--- src/rtl/seg_scan_driver.sv ---
// Time-multiplexed N-digit 7-segment driver: one digit per refresh slot with
// leading dead-time, frame-boundary shadow latching, hex/blank/lz decode and output polarity.
module seg_scan_driver #(
  parameter int N_DIGITS       = 2,
  parameter int REFRESH_DIV    = 27000,
  parameter int DEAD_CYCLES    = 2,
  parameter bit HEX_MODE       = 1'b0,
  parameter bit SEG_ACTIVE_LOW = 1'b0,
  parameter bit AN_ACTIVE_LOW  = 1'b1
) (
  input  logic                    clk,
  input  logic                    rst,
  input  logic                    enable_i,
  input  logic                    load_i,
  input  logic [4*N_DIGITS-1:0]   digits_i,
  input  logic [N_DIGITS-1:0]     blank_i,
  input  logic                    lz_i,
  output logic [6:0]              seg_o,
  output logic [N_DIGITS-1:0]     an_o,
  output logic                    frame_done_o,
  output logic [1:0]              dbg_state
);

  localparam int CW = $clog2(REFRESH_DIV);
  localparam int IW = (N_DIGITS > 1) ? $clog2(N_DIGITS) : 1;
  localparam logic [CW-1:0] CNT_LAST  = CW'(REFRESH_DIV - 1);
  localparam logic [CW-1:0] DEAD_LAST = CW'(DEAD_CYCLES - 1);
  localparam logic [IW-1:0] IDX_LAST  = IW'(N_DIGITS - 1);
  localparam logic [6:0]          SEG_OFF = SEG_ACTIVE_LOW ? 7'h7f : 7'h00;
  localparam logic [N_DIGITS-1:0] AN_OFF  = AN_ACTIVE_LOW ? '1 : '0;

  typedef enum logic [1:0] {
    ST_IDLE = 2'd0,
    ST_DEAD = 2'd1,
    ST_ON   = 2'd2
  } state_t;

  state_t        state_q, state_n;
  logic [CW-1:0] cnt_q, cnt_n;
  logic [IW-1:0] idx_q, idx_n;
  logic          frame_wrap;

  logic [4*N_DIGITS-1:0] pend_digits, shadow_digits;
  logic [N_DIGITS-1:0]   pend_blank, shadow_blank;
  logic                  pend_lz, shadow_lz;

  logic [3:0]            sh_nib [N_DIGITS];
  logic [N_DIGITS-1:0]   digit_off;
  logic [N_DIGITS-1:0]   an_sel;
  logic [3:0]            cur_nib;
  logic                  cur_off;
  logic [6:0]            seg_act;
  logic [N_DIGITS-1:0]   an_act;

  logic [6:0]            seg_q;
  logic [N_DIGITS-1:0]   an_q;
  logic                  fd_q;

  function automatic logic [6:0] decode(input logic [3:0] v);
    logic [6:0] p;
    case (v)
      4'h0: p = 7'b1111110;
      4'h1: p = 7'b0110000;
      4'h2: p = 7'b1101101;
      4'h3: p = 7'b1111001;
      4'h4: p = 7'b0110011;
      4'h5: p = 7'b1011011;
      4'h6: p = 7'b1011111;
      4'h7: p = 7'b1110000;
      4'h8: p = 7'b1111111;
      4'h9: p = 7'b1111011;
      4'hA: p = HEX_MODE ? 7'b1110111 : 7'b0000000;
      4'hB: p = HEX_MODE ? 7'b0011111 : 7'b0000000;
      4'hC: p = HEX_MODE ? 7'b1001110 : 7'b0000000;
      4'hD: p = HEX_MODE ? 7'b0111101 : 7'b0000000;
      4'hE: p = HEX_MODE ? 7'b1001111 : 7'b0000000;
      4'hF: p = HEX_MODE ? 7'b1000111 : 7'b0000000;
      default: p = 7'b0000000;
    endcase
    return p;
  endfunction

  // Scan sequencer: DEAD for the first DEAD_CYCLES of a slot, ON for the rest.
  always_comb begin
    state_n    = state_q;
    cnt_n      = cnt_q;
    idx_n      = idx_q;
    frame_wrap = 1'b0;
    case (state_q)
      ST_IDLE: begin
        cnt_n = '0;
        idx_n = '0;
        if (enable_i) state_n = ST_DEAD;
      end
      ST_DEAD, ST_ON: begin
        cnt_n = cnt_q + CW'(1);
        if (cnt_q == CNT_LAST) begin
          cnt_n      = '0;
          state_n    = ST_DEAD;
          frame_wrap = (idx_q == IDX_LAST);
          idx_n      = frame_wrap ? '0 : idx_q + IW'(1);
        end else if (state_q == ST_DEAD && cnt_q == DEAD_LAST) begin
          state_n = ST_ON;
        end
      end
      default: state_n = ST_IDLE;
    endcase
    if (!enable_i) begin
      state_n = ST_IDLE;
      cnt_n   = '0;
      idx_n   = '0;
    end
  end

  always_ff @(posedge clk or posedge rst) begin
    if (rst) begin
      state_q <= ST_IDLE;
      cnt_q   <= '0;
      idx_q   <= '0;
    end else begin
      state_q <= state_n;
      cnt_q   <= cnt_n;
      idx_q   <= idx_n;
    end
  end

  // Pending takes every load; shadow only moves at a frame boundary or while idle.
  always_ff @(posedge clk or posedge rst) begin
    if (rst) begin
      pend_digits   <= '0;
      pend_blank    <= '1;
      pend_lz       <= 1'b0;
      shadow_digits <= '0;
      shadow_blank  <= '1;
      shadow_lz     <= 1'b0;
    end else begin
      if (load_i) begin
        pend_digits <= digits_i;
        pend_blank  <= blank_i;
        pend_lz     <= lz_i;
      end
      if (state_q == ST_IDLE || frame_wrap) begin
        shadow_digits <= pend_digits;
        shadow_blank  <= pend_blank;
        shadow_lz     <= pend_lz;
      end
    end
  end

  always_comb begin
    for (int k = 0; k < N_DIGITS; k++) sh_nib[k] = shadow_digits[4*k +: 4];
  end

  // zero_run stays high while every digit from the top down to k is zero.
  always_comb begin
    logic zero_run;
    zero_run  = 1'b1;
    digit_off = '0;
    for (int k = N_DIGITS - 1; k >= 0; k--) begin
      zero_run     = zero_run & (sh_nib[k] == 4'd0);
      digit_off[k] = shadow_blank[k] | (shadow_lz & zero_run & (k != 0));
    end
  end

  always_comb begin
    cur_nib = 4'd0;
    cur_off = 1'b1;
    an_sel  = '0;
    for (int k = 0; k < N_DIGITS; k++) begin
      if (idx_q == IW'(k)) begin
        cur_nib   = sh_nib[k];
        cur_off   = digit_off[k];
        an_sel[k] = 1'b1;
      end
    end
  end

  // A blanked digit keeps its anode slot but drives no segments.
  always_comb begin
    seg_act = 7'b0000000;
    an_act  = '0;
    if (state_q == ST_ON) begin
      an_act  = an_sel;
      seg_act = cur_off ? 7'b0000000 : decode(cur_nib);
    end
  end

  always_ff @(posedge clk or posedge rst) begin
    if (rst) begin
      seg_q <= SEG_OFF;
      an_q  <= AN_OFF;
      fd_q  <= 1'b0;
    end else begin
      seg_q <= seg_act ^ SEG_OFF;
      an_q  <= an_act ^ AN_OFF;
      fd_q  <= (state_q == ST_ON) && (cnt_q == CNT_LAST) && (idx_q == IDX_LAST);
    end
  end

  assign seg_o        = seg_q;
  assign an_o         = an_q;
  assign frame_done_o = fd_q;
  assign dbg_state    = state_q;

endmodule
--- config.mk ---
export PLATFORM = sky130hd
export DESIGN_NAME = seg_scan_driver
export DESIGN_NICKNAME = d
export VERILOG_FILES = /design/src/rtl/seg_scan_driver.sv
export SDC_FILE = /design/constraint.sdc
export NUM_CORES = 1
export LEC_CHECK = 0
export BUFFER_PORTS_ARGS = -buffer_cell sky130_fd_sc_hd__buf_2
export CAP_MARGIN = 20
export CORE_ASPECT_RATIO = 1.5
export CORE_MARGIN = 4
export CORE_UTILIZATION = 45
export DETAILED_ROUTE_END_ITERATION = 12
export GPL_ROUTABILITY_DRIVEN = 0
export PLACE_DENSITY_LB_ADDON = 0.25
export SLEW_MARGIN = 30
export SYNTH_ARGS = -nofsm -noshare
export SYNTH_HDL_FRONTEND = slang
export SYNTH_SLANG_ARGS = --single-unit
--- constraint.sdc ---
create_clock -name clk -period 2 [get_ports clk]
set_clock_uncertainty 0.05 [all_clocks]
set_input_delay 0.1 -clock clk [delete_from_list [all_inputs] [get_ports clk]]
set_output_delay 0.1 -clock clk [all_outputs]
set_load 0.02 [all_outputs]
==> flow_summary.ini, run 1 <==
[run_status]
outcome = finished, final reports clean

[synth]
ys_ff_latch = 50
synth_seq_area_share = 0.517
synth_edf_count = 0
synth-compound-area-share = 0.102
synth-simple-area-share = 0.150
synthMuxAreaShare = 0.136
syn_nets = 243
yosysUniqueCellTypes = 39
synth_top_family_by_area = simple AND/OR/NAND/NOR gates
synth_flop_cell = dfrtp_1
syn-cell-area_mm2 = 0.00243
synth_fa_ha_area_frac = 0.0566
ys_warn_count = 0
synth_xor_area_frac = 0.0108
async_flop_share = 1.00
syn_inst = 217
synth_area_per_cell_um2 = 11.2

[power_and_ir_drop]
p_per_area_mw_per_mm2 = 1150
peakVddDrop_mv = 0.702
total_power_uw = 3610
leakage_uw = 0.00147

[floorplan]
num_rows = 32
core_mm2 = 0.00520
die_area_mm2 = 0.00667
ioPinCount = 27
die_h_um = 98.0
die_w_um = 68.0
start_util = 0.467

[sta]
fmax_ghz = 0.525
setup_violations = 0
slew_violations = 0
rsz0062_at_grt = yes
worstMarginPinSlew_ns = 0.410
period_needed_ns = 1.90
min_period_over_period = 0.952
whs_ns = 0.0607
finalHoldViolCount = 0
slew_headroom = 0.726

[drt]
wirelength_mm = 5.03
drc = 0
wl_per_cell_um = 14.2
viasPerCell = 5.18
vias = 1839
drt-pass1-iter-count = 6
drt_iter0_drc = 129
ant_nets = 0

[grt]
grt_pass1_vias = 1927
grt_overflow = 0
grt_pass1_wl_mm = 9.01
gr-usage-all-layers = 0.173
antenna_found_initial = 0
grt_max_degree = 51

[worst_setup_path]
cp_top_family = simple AND/OR/NAND/NOR gates
endpoint = dbg_state[0]$_DFFE_PP0P_
worstSetupPathType = flip-flop to flip-flop
worstPathRequired_ns = 2.18
end_kind = flip-flop
r2r_start = cnt_q[0]$_DFFE_PP0P_
crit_chain = ha_2, nand4bb_4, nor4_4, buf_4, a21oi_1, or3b_1, mux2i_1
rr_worst_depth = 7
max_stage_delay_ns = 0.37
critPathLaunch = cnt_q[0]$_DFFE_PP0P_
crit_arrival_ns = 2.09
reg2reg_slack_ns = 0.1
worst-path-stages = 7
critPathSlowestCell = dfrtp_1
cp_max_fo = 5
start_kind = flip-flop
rr_endpoint = dbg_state[0]$_DFFE_PP0P_
cp_num_buf_inv = 1

[cts]
clkTransAtPathRegs_ns = 0.10
cts_buffers = 5
clkSinkCount = 50
clock_latency_ns = 0.30
htreeDepth = 2
ctsRootBufferMaster = clkbuf_8
cts_tree = yes
cts_max_path_buffers = 2

[placed_design]
place_area_mm2 = 0.00284
dp_hpwl_mm = 3.67
io_buffers = 26

[final_layout]
drive_gt1_frac = 0.355
design_area_mm2 = 0.00315
multi_input_area_mm2 = 0.00114
n_fill_cell = 432
diodes = 0
regArea_mm2 = 0.00126
syn_to_final_growth_pct = 29.5
layout.nets = 312
final_cell_mix = 44 x dfrtp_1, 27 x buf_4, 26 x buf_2
final_common_cell = dfrtp_1

[hold_path]
hold_class = input pin to flip-flop

[run]
cap_violations = 0
-- repair_timing --
| item | CTS | global route |
|---|---|---|
| endpoints found under the setup margin | 0 | 9 |
| endpoints found under the hold margin | 55 | 0 |
| gates resized for setup | 0 | 5 |
| buffers inserted | 0 | 2 |
| hold buffers | 12 | 0 |
-- cells in the mapped netlist (5+ instances only) --
master	instances	area share
dfstp_2	6	0.065
o21ai_0	20	0.041
nand3_1	8	0.016
a21o_1	5	0.015
mux2i_1	6	0.025
nor4_1	6	0.015
nor3_1	6	0.012
inv_1	9	0.014
nor2_1	11	0.017
nand2_1	16	0.025
a21oi_1	8	0.016
dfrtp_1	44	0.45
mux2_2	24	0.11
ha_1	11	0.057
-- state kept, by name, indices dropped and copies added (netlist names), 2 cells and up --
name,flops
cnt_q,15
pend_digits,8
shadow_digits,8
seg_o,7
an_o,2
dbg_state,2
pend_blank,2
shadow_blank,2
-- area by class of cell --
class / instances / area share
Sequential cell: 50 / 0.400
Inverter: 9 / 0.0107
Multi-Input combinational cell: 153 / 0.361
Clock buffer: 6 / 0.0262
Clock inverter: 2 / 0.0191
Timing Repair Buffer: 67 / 0.156
Tap cell: 68 / 0.0270
-- worst min-delay path, cell delays in order --
cell and delay, ns:
buf_2 0.13, nand3_1 0.09, o21ai_1 0.06
-- worst min path at each step --
stage                start                          to  slack [ns]  depth (start not counted)
2_1_floorplan  digits_i[0]  pend_digits[0]$_DFFE_PP0P_        0.20                          1
3_3_place_gp           rst       cnt_q[11]$_DFFE_PP0P_        0.11                          3
6_report          enable_i           idx_q$_DFFE_PP0P_        0.06                          3
4_1_cts           enable_i           idx_q$_DFFE_PP0P_        0.06                          3
3_5_place_dp           rst        cnt_q[0]$_DFFE_PP0P_        0.11                          3
5_1_grt           enable_i           idx_q$_DFFE_PP0P_        0.09                          3
-- kinds of logic (layout without fill, tap and decap cells) --
family / count (synthesis) / count (layout)
compound gates: 42 / 42
xor+xnor: 3 / 3
fa+ha+maj: 11 / 11
buf+inv: 14 / 84
flops: 50 / 50
mux: 30 / 30
simple gates: 67 / 67
-- metrics by stage --
step,cells,util,TNS [ns],setup slack (ns)
floorplan,217,-,0,0.0530
global placement,333,0.546,0,0.110
detailed placement,333,0.546,0,0.0782
CTS,353,0.597,0,0.0499
global route,355,0.605,-0.00899,-0.00899
finish,355,0.605,0,0.0962
-- report_power, final --
part           switching (uW)  internal, uW  leakage [uW]
logic                     741           628      0.000762
clock network             332           533     0.0000714
registers                 124          1250      0.000633
total                    1200          2410       0.00147
-- routing by layer --
layer / vias up / GRT usage / wire length, um
met2: 31 / 0.310 / 2830
met5: - / 0 / 0
li1: 914 / - / -
met3: 11 / 0.0265 / 108
met1: 883 / 0.198 / 1960
met4: 0 / 0.0674 / 136
(Power assumes the default switching activity.)
==> run 2, diff against run 1 <==
--- a/config.mk
+++ b/config.mk
@@ -9,7 +9,7 @@
 export CAP_MARGIN = 20
 export CORE_ASPECT_RATIO = 1.5
 export CORE_MARGIN = 4
-export CORE_UTILIZATION = 45
+export CORE_UTILIZATION = 35
 export DETAILED_ROUTE_END_ITERATION = 12
 export GPL_ROUTABILITY_DRIVEN = 0
 export PLACE_DENSITY_LB_ADDON = 0.25
==> constraint.sdc (replaced) <==
create_clock -name clk -period 2 [get_ports clk]
set_clock_uncertainty 0.05 [all_clocks]
set_input_delay 0.1 -clock clk [delete_from_list [all_inputs] [get_ports clk]]
set_output_delay 0.1 -clock clk [all_outputs]
set_load 0.01 [all_outputs]
==> run 2 against run 1 <==
Effect of this change:
- non-clock buffer count decreased by 6
- power decreased by 1.4%
- worst hold slack got worse by 0.0079 ns
- flip-flop and latch count unchanged
==> flow_summary.ini, run 2 (same netlist as run 1, synthesis figures left out) <==
[grt]
antenna_found_initial = 0
grt_pass1_vias = 1873
grt_max_degree = 28
grt_overflow = 0
grt_pass1_wl_mm = 8.76
gr-usage-all-layers = 0.131

[placed_design]
io_buffers = 26
dp_hpwl_mm = 4.09
dp_cells = 337

[final_layout]
diodes = 0
n_fill_cell = 618
reg_top3 = cnt_q x15, pend_digits x8, shadow_digits x8
syn_to_final_growth_pct = 28.7
drive_gt1_frac = 0.340
regArea_mm2 = 0.00126
fin_cells = 360
top_register = cnt_q
multi_input_area_mm2 = 0.00117
largest_reg_flops = 15
layout.nets = 307
final_common_cell = dfrtp_1
final_cell_mix = 44 x dfrtp_1, 26 x buf_2, 24 x mux2_2

[power_and_ir_drop]
total_power_uw = 3560
switching_power_uw = 1180
internal_power_uw = 2370
clkPwrFrac = 0.235
switching_share = 0.333
peakVddDrop_mv = 0.677
combPwrFrac = 0.380
p_per_area_mw_per_mm2 = 1140
leakage_uw = 0.00143
p_seq_frac = 0.385

[sta]
worstMarginPinSlew_ns = 0.525
slew_headroom = 0.649
period_needed_ns = 1.96
min_period_over_period = 0.979
slew_violations = 0
rsz0062_at_grt = yes
setup_violations = 0
finalHoldViolCount = 0
fmax_ghz = 0.510

[drt]
viasPerCell = 5.15
ant_nets = 0
drc = 0
drt_iter0_drc = 101
drt-pass1-iter-count = 4
wirelength_mm = 5.29
vias = 1853
wl_per_cell_um = 14.7

[cts]
cts_max_path_buffers = 2
htreeDepth = 2
clkSinkCount = 50
cts_tree = yes
cts_buffers = 5
clock_latency_ns = 0.30
ctsRootBufferMaster = clkbuf_8
clkTransAtPathRegs_ns = 0.10

[worst_setup_path]
critPathSlowestCell = or3_4
start_kind = flip-flop
max_stage_delay_ns = 0.41
worstPathRequired_ns = 2.13
crit_chain = or3_4, nor4_4, buf_4, a31oi_4, mux2_2
cp_max_fo = 6
end_kind = flip-flop
crit_arrival_ns = 2.09
worstSetupPathType = flip-flop to flip-flop

[floorplan]
ioPinCount = 27
die_area_mm2 = 0.00837
start_util = 0.357
die_h_um = 110
core_mm2 = 0.00681
num_rows = 37
die_w_um = 76.1

[run_status]
outcome = finished, final reports clean

[run]
cap_violations = 0

[hold_path]
hold_class = input pin to flip-flop
[run 2: cell types whose count changed in the layout (fill, tap and decap cells not counted), sizes merged]
| cell | before | now |
|---|---|---|
| a31oi | 2 | 3 |
| buf | 55 | 49 |
| clkbuf | 6 | 5 |
| clkinv | 0 | 1 |
[run 2: final cells by class]
class	count	share of cell area
clock buffer	5	0.0220
clock inverter	3	0.0220
inverter	9	0.0108
multi-input combinational	154	0.373
sequential	50	0.402
tap	78	0.0312
timing repair buffer	61	0.139
[run 2: timing repair]
action | in CTS | in global routing
hold endpoints to repair | 34 | 0
resized for setup | 3 | 5
endpoints found under the setup margin | 11 | 15
pin swaps | 1 | 2
setup buffers | 0 | 2
hold buffers | 12 | 0
gates cloned | 0 | 1
[run 2: metal layers]
metal / track usage / up-vias / part of all wire
met2: 0.267 / 30 / 0.58
met4: 0.0525 / 0 / 0.024
met3: 0.0228 / 9 / 0.022
met5: 0 / - / 0
li1: - / 913 / -
met1: 0.128 / 901 / 0.37
[run 2: worst max-delay path: cells and delay by family, from the launching register on]
family	cells	cell delay, ns
muxes	1	0.30
DFF	1	0.39
AOI/OAI and AO/OA	1	0.13
buffers and inverters	1	0.20
and+or+nand+nor	2	0.77
[run 2: final timing paths]
check	depth (start not counted)	startpoint	to	slack, ns
min	3	enable_i	idx_q$_DFFE_PP0P_	0.05
max reg2reg	5	cnt_q[9]$_DFFE_PP0P_	shadow_digits[0]$_DFFE_PP0P_	0.04
min reg2reg	1	pend_digits[6]$_DFFE_PP0P_	shadow_digits[6]$_DFFE_PP0P_	0.46
max in group asynchronous	4	rst	pend_blank[0]$_DFFE_PP1P_	0.98
min in group asynchronous	3	rst	cnt_q[0]$_DFFE_PP0P_	0.32
max	5	cnt_q[9]$_DFFE_PP0P_	shadow_digits[0]$_DFFE_PP0P_	0.04
[run 2: per-stage QoR]
stage,instance area [um2],setup TNS (ns),hold WS (ns),util,setup slack [ns]
after global placement,2800,0,0.128,0.411,0.0148
final,3130,0,0.0528,0.460,0.0410
after detailed placement,2800,-0.269,0.128,0.411,-0.0345
after global routing,3130,-0.381,0.0560,0.460,-0.0681
after floorplan,2430,0,0.202,-,0.0947
after CTS,3070,0,0.0535,0.452,0.0109
[run 2: power by group through the flow]
stage	Combinational, uW	Sequential [uW]	Clock, uW
after floorplan	856	1390	0
after global placement	1210	1390	0
after detailed placement	1230	1400	0
after CTS	1270	1380	861
after global routing	1520	1400	899
final	1350	1370	837
==> run 3, diff against run 2 <==
--- a/config.mk
+++ b/config.mk
@@ -7,9 +7,11 @@
 export LEC_CHECK = 0
 export BUFFER_PORTS_ARGS = -buffer_cell sky130_fd_sc_hd__buf_2
 export CAP_MARGIN = 20
+export CELL_PAD_IN_SITES_DETAIL_PLACEMENT = 2
+export CELL_PAD_IN_SITES_GLOBAL_PLACEMENT = 2
 export CORE_ASPECT_RATIO = 1.5
 export CORE_MARGIN = 4
-export CORE_UTILIZATION = 35
+export CORE_UTILIZATION = 34
 export DETAILED_ROUTE_END_ITERATION = 12
 export GPL_ROUTABILITY_DRIVEN = 0
 export PLACE_DENSITY_LB_ADDON = 0.25
==> run 3 against run 2 <==
Effect of this change:
- the flow now finishes with violations (setup timing)
- cell count increased by 1.4%
- combinational power is 4% higher
- first-iteration DRC count fell by 27%
- critical path depth rose by 1
- register-to-register slack worse by 0.04 ns
- die area increased by 2.7%
- sequential share of layout area grew 0.39 points
- largest cell class unchanged
==> flow_summary.ini, run 3 (same netlist as run 1, synthesis figures left out) <==
[sta]
setup_violations = 1
fmax_ghz = 0.500
slew_violations = 0
worstMarginPinSlew_ns = 0.664
finalHoldViolCount = 0
layout_setup_ws_ns = -0.000859
rsz0062_at_grt = yes
slew_headroom = 0.557
period_needed_ns = 2.00
final.setup.tns_ns = -0.000859
min_period_over_period = 1.00

[grt]
grt_pass1_vias = 2144
grt_pass1_wl_mm = 10.9
antenna_found_initial = 0
grt_max_degree = 51
gr-usage-all-layers = 0.164
grt_overflow = 0

[worst_setup_path]
cp_max_fo = 11
r2r_start = cnt_q[9]$_DFFE_PP0P_
crit_arrival_ns = 2.16
rr_worst_depth = 6
end_kind = flip-flop
start_kind = flip-flop
critPathLaunch = cnt_q[9]$_DFFE_PP0P_
worstSetupPathType = flip-flop to flip-flop
worstPathRequired_ns = 2.15

[drt]
drt-pass1-iter-count = 3
drt_iter0_drc = 74
viasPerCell = 5.28
vias = 1928
ant_nets = 0
wl_per_cell_um = 18.3
wirelength_mm = 6.70
drc = 0

[power_and_ir_drop]
switching_power_uw = 1290
leakage_uw = 0.00144
total_power_uw = 3430
p_seq_frac = 0.402
combPwrFrac = 0.408
clkPwrFrac = 0.190
switching_share = 0.377
peakVddDrop_mv = 0.624
internal_power_uw = 2140
p_per_area_mw_per_mm2 = 1110

[placed_design]
dp_hpwl_mm = 4.85
detailedPlace.worstSlack_ns = -0.0775
io_buffers = 26
dp_cells = 340
place_area_mm2 = 0.00281

[final_layout]
final_common_cell = dfrtp_1
final_cell_mix = 44 x dfrtp_1, 28 x buf_4, 26 x buf_2
drive_gt1_frac = 0.355
syn_to_final_growth_pct = 27.4
fin_cells = 365
layout.nets = 312
diodes = 0
top_register = cnt_q
design_area_mm2 = 0.00310
reg_top3 = cnt_q x15, pend_digits x8, shadow_digits x8
largest_reg_flops = 15

[cts]
cts_tree = yes
clkSinkCount = 50
cts_buffers = 5
clkTransAtPathRegs_ns = 0.11
cts_max_path_buffers = 2
htreeDepth = 2
ctsRootBufferMaster = clkbuf_8
clock_latency_ns = 0.32

[floorplan]
num_rows = 37
die_h_um = 112
die_area_mm2 = 0.00860
start_util = 0.353
core_mm2 = 0.00690
ioPinCount = 27
die_w_um = 77.1

[hold_path]
hold_class = input pin to flip-flop
hold_path.startpoint = enable_i
hold_path_depth = 3

[run_status]
outcome = complete, but fails checks
violations = setup timing

[run]
cap_violations = 0
[run 3: path summary, 6_finish.rpt]
check | to | slack, ns
min reg2reg | shadow_lz$_DFFE_PP0P_ | 0.47
min | idx_q$_DFFE_PP0P_ | 0.05
max in group asynchronous | cnt_q[1]$_DFFE_PP0P_ | 1.01
min in group asynchronous | cnt_q[0]$_DFFE_PP0P_ | 0.43
max | shadow_digits[6]$_DFFE_PP0P_ | -0.0009
max reg2reg | shadow_digits[6]$_DFFE_PP0P_ | -0.0009
[run 3: layer usage]
layer,wire length [um],track usage,vias up,share of wire
met5,0,0,-,0
met4,109,0.0570,0,0.016
met3,111,0.0275,7,0.017
met2,4040,0.325,16,0.60
met1,2430,0.168,997,0.36
li1,-,-,908,-
[run 3: stage by stage]
| step | util | hold WS (ns) |
|---|---|---|
| 2_1_floorplan | - | 0.202 |
| 4_1_cts | 0.441 | 0.0440 |
| 5_1_grt | 0.449 | 0.0548 |
| 6_report | 0.449 | 0.0539 |
| 3_3_place_gp | 0.407 | 0.264 |
| 3_5_place_dp | 0.407 | 0.271 |
[run 3: repair_timing]
| item | 4_1_cts | 5_1_grt |
|---|---|---|
| hold buffers | 12 | 0 |
| buffers inserted | 1 | 4 |
| hold endpoints to repair | 55 | 0 |
| resized for setup | 1 | 4 |
| endpoints found under the setup margin | 14 | 28 |
| pin swaps | 2 | 4 |
[run 3: critical path: stages, from the launching register on]
cell	delay, ns
dfrtp_1	0.40
or3_4	0.41
nor4_4	0.30
buf_4	0.18
a31oi_4	0.10
buf_12	0.17
mux2_2	0.27
[run 3: area by class of cell]
type / count / area, um2
Tap cell: 78 / 97.6
Clock buffer: 5 / 68.8
Sequential cell: 50 / 1260
Inverter: 9 / 33.8
Multi-Input combinational cell: 153 / 1130
Timing Repair Buffer: 67 / 480
Clock inverter: 3 / 28.8
Fill cell: 717 / 3800
[run 3: power by group through the flow]
stage	sequential (uW)	clock [uW]	combinational, uW
after floorplan	1390	0	856
after global placement	1390	0	1250
after detailed placement	1410	0	1300
after CTS	1390	685	1350
after global routing	1420	724	1560
final	1380	652	1400
